File: src/rtl/normalize_left_pkg.sv
`default_nettype none
// ============================================================================
//  Module   : normalize_left_pkg
//  Purpose  : Floating-point constants shared by the adder datapath stages
//             (right-shift alignment, post-add normalizer): field widths,
//             exponent limits and the normalizer state encoding.
//  Revision : 1.0 - initial release
// ============================================================================
package normalize_left_pkg;

    localparam int EXP_W  = 8;
    localparam int FRAC_W = 23;

    // All-ones exponent encodes Inf/NaN; the largest finite exponent is one less.
    localparam logic [EXP_W-1:0] EXP_MAX        = {EXP_W{1'b1}};
    localparam logic [EXP_W-1:0] EXP_MAX_FINITE = {{(EXP_W-1){1'b1}}, 1'b0};

    typedef enum logic [1:0] {
        IDLE = 2'd0,
        NORM = 2'd1,
        DONE = 2'd2
    } state_t;

endpackage : normalize_left_pkg
`default_nettype wire

File: src/rtl/normalize_left_shiftLeft.sv
`default_nettype none
// ============================================================================
//  Module   : shiftLeft
//  Purpose  : One left-normalization step: mantissa shifted left by one,
//             exponent decremented by one. Purely combinational.
//  Ports    : mantCur     - {carry, hidden, fraction} before the step
//             expCur      - biased exponent before the step
//             mantShifted - mantissa after the step
//             expDec      - exponent after the step
//  Revision : 1.0 - initial release
// ============================================================================
module shiftLeft #(
    parameter int EXP_W  = 8,
    parameter int FRAC_W = 23
) (
    input  logic [FRAC_W+1:0] mantCur,
    input  logic [EXP_W-1:0]  expCur,
    output logic [FRAC_W+1:0] mantShifted,
    output logic [EXP_W-1:0]  expDec
);

    localparam logic [EXP_W-1:0] c_expOne = {{(EXP_W-1){1'b0}}, 1'b1};

    // Only used while carry is clear, so dropping the top bit loses nothing.
    assign mantShifted = {mantCur[FRAC_W:0], 1'b0};
    assign expDec      = expCur - c_expOne;

endmodule : shiftLeft
`default_nettype wire

File: src/rtl/normalize_left.sv
`default_nettype none
// ============================================================================
//  Module   : normalize_left
//  Purpose  : Post-add normalizer. Takes the raw mantissa-adder sum and the
//             larger operand's exponent, normalizes one bit per cycle and
//             returns a packed sign/exponent/fraction with zero and
//             overflow flags through a valid/ready handshake.
//  Ports    : clk, rstN (sync, active-low)
//             inValid/inReady   - upstream handshake (inReady only in IDLE)
//             mantIn            - {carry, hidden, fraction} sum magnitude
//             expIn, signIn     - biased exponent and sign of the result
//             outValid/outReady - downstream handshake (outValid only in DONE)
//             fracOut, expOut, signOut, zeroOut, overflowOut - result
//  Revision : 1.0 - initial release
// ============================================================================
module normalize_left
    import normalize_left_pkg::*;
#(
    parameter int EXP_W  = normalize_left_pkg::EXP_W,
    parameter int FRAC_W = normalize_left_pkg::FRAC_W
) (
    input  logic              clk,
    input  logic              rstN,
    input  logic              inValid,
    output logic              inReady,
    input  logic [FRAC_W+1:0] mantIn,
    input  logic [EXP_W-1:0]  expIn,
    input  logic              signIn,
    output logic              outValid,
    input  logic              outReady,
    output logic [FRAC_W-1:0] fracOut,
    output logic [EXP_W-1:0]  expOut,
    output logic              signOut,
    output logic              zeroOut,
    output logic              overflowOut
);

    localparam logic [EXP_W-1:0] c_expMax       = {EXP_W{1'b1}};
    localparam logic [EXP_W-1:0] c_expMaxFinite = {{(EXP_W-1){1'b1}}, 1'b0};
    localparam logic [EXP_W-1:0] c_expOne       = {{(EXP_W-1){1'b0}}, 1'b1};

    state_t             r_state,    w_stateNext;
    logic [FRAC_W+1:0]  r_mant,     w_mantNext;
    logic [EXP_W-1:0]   r_exp,      w_expNext;
    logic               r_sign,     w_signNext;
    logic               r_zero,     w_zeroNext;
    logic               r_ovf,      w_ovfNext;
    logic               r_inReady,  w_inReadyNext;
    logic               r_outValid, w_outValidNext;

    logic [FRAC_W+1:0]  w_mantShl;
    logic [EXP_W-1:0]   w_expShl;

    shiftLeft #(
        .EXP_W  (EXP_W),
        .FRAC_W (FRAC_W)
    ) u_shiftLeft (
        .mantCur     (r_mant),
        .expCur      (r_exp),
        .mantShifted (w_mantShl),
        .expDec      (w_expShl)
    );

    always_ff @(posedge clk) begin
        if (!rstN) begin
            r_state    <= IDLE;
            r_mant     <= '0;
            r_exp      <= '0;
            r_sign     <= 1'b0;
            r_zero     <= 1'b0;
            r_ovf      <= 1'b0;
            r_inReady  <= 1'b0;
            r_outValid <= 1'b0;
        end else begin
            r_state    <= w_stateNext;
            r_mant     <= w_mantNext;
            r_exp      <= w_expNext;
            r_sign     <= w_signNext;
            r_zero     <= w_zeroNext;
            r_ovf      <= w_ovfNext;
            r_inReady  <= w_inReadyNext;
            r_outValid <= w_outValidNext;
        end
    end

    always_comb begin
        w_stateNext    = r_state;
        w_mantNext     = r_mant;
        w_expNext      = r_exp;
        w_signNext     = r_sign;
        w_zeroNext     = r_zero;
        w_ovfNext      = r_ovf;
        w_outValidNext = 1'b0;

        case (r_state)
            IDLE: begin
                // r_inReady is low for the first cycle after reset, so the
                // handshake (not just the state) gates the load.
                if (inValid && r_inReady) begin
                    w_mantNext  = mantIn;
                    w_expNext   = expIn;
                    w_signNext  = signIn;
                    w_zeroNext  = 1'b0;
                    w_ovfNext   = 1'b0;
                    w_stateNext = NORM;
                end
            end

            NORM: begin
                if (r_mant[FRAC_W+1]) begin
                    // Carry-out: one right shift, LSB truncated.
                    w_mantNext  = {1'b0, r_mant[FRAC_W+1:1]};
                    // >= also catches an out-of-range all-ones input exponent
                    // so the increment can never wrap.
                    if (r_exp >= c_expMaxFinite) begin
                        w_expNext  = c_expMax;
                        w_mantNext = '0;
                        w_ovfNext  = 1'b1;
                    end else begin
                        w_expNext  = r_exp + c_expOne;
                    end
                    w_stateNext = DONE;
                end else if (r_mant == '0) begin
                    w_expNext   = '0;
                    w_zeroNext  = 1'b1;
                    w_stateNext = DONE;
                end else if (r_mant[FRAC_W]) begin
                    // Two denormals can sum into the normal range.
                    if (r_exp == '0) begin
                        w_expNext = c_expOne;
                    end
                    w_stateNext = DONE;
                end else if (r_exp <= c_expOne) begin
                    // No exponent left to borrow: result stays denormal.
                    w_expNext   = '0;
                    w_stateNext = DONE;
                end else begin
                    w_mantNext  = w_mantShl;
                    w_expNext   = w_expShl;
                end
            end

            DONE: begin
                // outValid rises one cycle after entering DONE; the result
                // registers are untouched here so they hold under backpressure.
                if (r_outValid && outReady) begin
                    w_stateNext = IDLE;
                end else begin
                    w_outValidNext = 1'b1;
                end
            end

            default: begin
                w_stateNext = IDLE;
            end
        endcase

        w_inReadyNext = (w_stateNext == IDLE);
    end

    assign inReady     = r_inReady;
    assign outValid    = r_outValid;
    assign fracOut     = r_mant[FRAC_W-1:0];
    assign expOut      = r_exp;
    assign signOut     = r_sign;
    assign zeroOut     = r_zero;
    assign overflowOut = r_ovf;

endmodule : normalize_left
`default_nettype wire

File: config.mk
export PLATFORM = sky130hd
export DESIGN_NAME = normalize_left
export DESIGN_NICKNAME = d
export VERILOG_FILES = /design/src/rtl/normalize_left_pkg.sv /design/src/rtl/normalize_left_shiftLeft.sv /design/src/rtl/normalize_left.sv
export SDC_FILE = /design/constraint.sdc
export NUM_CORES = 1
export LEC_CHECK = 0
export ABC_AREA = 0
export CORE_ASPECT_RATIO = 1.5
export CORE_MARGIN = 2
export CORE_UTILIZATION = 40
export CTS_CLUSTER_DIAMETER = 40
export DETAILED_ROUTE_END_ITERATION = 10
export PLACE_DENSITY = 0.68
export SYNTH_ARGS = -nofsm -noshare
export SYNTH_HDL_FRONTEND = slang
export SYNTH_SLANG_ARGS = --single-unit
File: constraint.sdc
create_clock -name clk -period 5.2 [get_ports clk]
set_input_delay 1.04 -clock clk [delete_from_list [all_inputs] [get_ports clk]]
set_output_delay 1.04 -clock clk [all_outputs]
set_load 0.1 [all_outputs]
==> reports/metrics.cfg <==
[status]
status = complete, no violations

[die]
fp.dieArea_um2 = 7630
die_w_um = 72.0
io_pins = 74
start_util = 0.408
design.core.area_um2 = 6810
die_h_um = 106
rows = 37

[logic_synthesis]
synth_top_cell_area_share = 0.289
synthCells = 332
yosysTopAreaCell = dfxtp_1
synthDistinctLibCells = 51
netlist_top_cells_area = dfxtp_1 29%, mux2i_1 8.7%, a221o_1 7.9%
synthArstFlopShare = 0
syn_nets = 375
ys_seq_elements = 40
synthesis.area_um2 = 2780
synth_seq_area_share = 0.289
ys.flop_type = dfxtp_1
synth_edf_count = 0
avgSynthCellArea_um2 = 8.36
yosys_warnings = 0

[critical_path]
cp_data_required_time_ns = 4.16
cp_num_buf_inv = 1
arrival_ns = 2.15
endpoint = expOut[2]
crit_path_start_kind = flip-flop
endpoint_kind = output port
crit_family = buffers and inverters
rrSetupSlack_ns = 2.28
startpoint = expOut[2]
critical_path_class = reg2out
worst-path-max-fanout = 11
cp_slowest_cell = clkdlybuf4s50_1
crit_cells = 1
reg2reg_from = expOut[0]
path_cells = clkdlybuf4s50_1
reg2reg_depth = 7
max_stage_delay_ns = 1.22
r2r_end = r_mant[15]

[route]
antenna_left = 0
first_pass_iters = 5
routedWlPerCell_um = 16.9
vias = 2598
drc = 0
vias_per_cell = 5.89
wl_mm = 7.47
dr.first_iter.drc_count = 199

[global_route]
overflow = 0
grt_use_total = 0.196
grt_start_max_net_pins = 61
antenna_found_initial = 0
grt_pass1_vias = 2521
grt_pass1_wl_mm = 12.1

[sta]
tightest_slew_ns = 1.24
drv_slew = 0
fmaxAchievable_mhz = 314
setup_viol = 0
fin_skew_ns = 0.00630
slew_headroom = 0.164
rsz0062_at_grt = no
min_period_ns = 3.19
finalHoldViolCount = 0
fin_crit_sh = 0.613
fin_setup_tns_ns = 0

[final_layout]
layout_commonest_cell = clkdlybuf4s50_1
antenna_cells = 0
layout_common_cells = 72 x clkdlybuf4s50_1, 42 x nand2_1, 40 x dfxtp_1, 26 x o211ai_1, 24 x mux2i_1
fillers = 670
drive_gt1_frac = 0.0496
area_growth_pct = 22.5
seq_area_um2 = 801
multi_input_area_um2 = 1620
nets = 405

[cts]
clockBufferDepth = 2
cts_setup_buffers = 0
clk_pin_slew_ns = 0.08
ctsResizeCount = 0
cts_sinks = 40
cts_hold_buf = 0
clockRootBuffer = clkbuf_8
cts_htree_levels = 2
clkLatencyLatePin_ns = 0.30
cts_made_buffers = 5
cts_tree = built

[placement]
gp_congestion = 0.841
hpwl_mm = 5.16
io_buffers = 73

[run]
drv_cap = 0

[hold_path]
hold_depth = 2
worstHoldStart = signOut
hold_path.class = reg2reg

-- cells by family (layout without fill, tap and decap cells) --
| logic type | count (synthesis) | after routing | synth area share |
|---|---|---|---|
| compound gates | 97 | 97 | 0.280 |
| simple gates | 92 | 92 | 0.160 |
| buf+inv | 64 | 95 | 0.131 |
| flops | 40 | 40 | 0.289 |
| mux | 24 | 24 | 0.0866 |
| xor+xnor | 10 | 10 | 0.0316 |
| fa+ha+maj | 5 | 5 | 0.0225 |
-- state kept, by name, summed over array words and instances, names as in the netlist --
signal,flops
expOut,8
inReady,1
outValid,1
overflowOut,1
r_mant,25
r_state,2
signOut,1
zeroOut,1
-- worst min-delay path by stage --
| stage | endpoint | slack, ns |
|---|---|---|
| after floorplan | r_mant[0] | 0.46 |
| after global placement | signOut | 0.46 |
| final | signOut | 0.47 |
| after CTS | signOut | 0.47 |
| after global routing | signOut | 0.49 |
| after detailed placement | signOut | 0.45 |
-- metal layers --
metal	vias up	part of all wire	track usage
met5	-	0	0
met4	0	0.012	0.0539
met3	10	0.045	0.0275
met2	65	0.52	0.354
met1	1244	0.42	0.239
li1	1279	-	-
-- through the flow --
| stage | instance area, um2 | setup WS (ns) | util | cells | hold slack [ns] |
|---|---|---|---|---|---|
| global route | 3400 | 1.87 | 0.500 | 441 | 0.490 |
| global placement | 3310 | 2.02 | 0.486 | 433 | 0.456 |
| detailed placement | 3310 | 1.94 | 0.486 | 433 | 0.450 |
| floorplan | 2780 | 2.09 | - | 332 | 0.464 |
| CTS | 3400 | 2.03 | 0.500 | 441 | 0.468 |
| finish | 3400 | 2.01 | 0.500 | 441 | 0.473 |
-- cell usage after synthesis, drive strengths merged (4+ instances only) --
library cell and instances:
mux2i 24, nor4 6, xnor2 7, nand2 42
nand3 12, inv 10, and3 5, a221o 22
clkbuf 21, ha 5, a31oi 4, buf 32
nor2 12, o21ai 16, o211ai 26, a21oi 6
dfxtp 40, nand4 4
-- final cells by class --
class / instances / share of cell area
clock buffers: 7 / 0.0254
multi-input cells: 228 / 0.476
flip-flops and latches: 40 / 0.235
repair buffers: 76 / 0.220
clock inverters: 1 / 0.00221
well taps: 78 / 0.0287
inverters: 11 / 0.0121
Power is left out: the tool's default activity adds up to more than one toggle a clock period on the data nets, which glitch-free logic cannot reach.
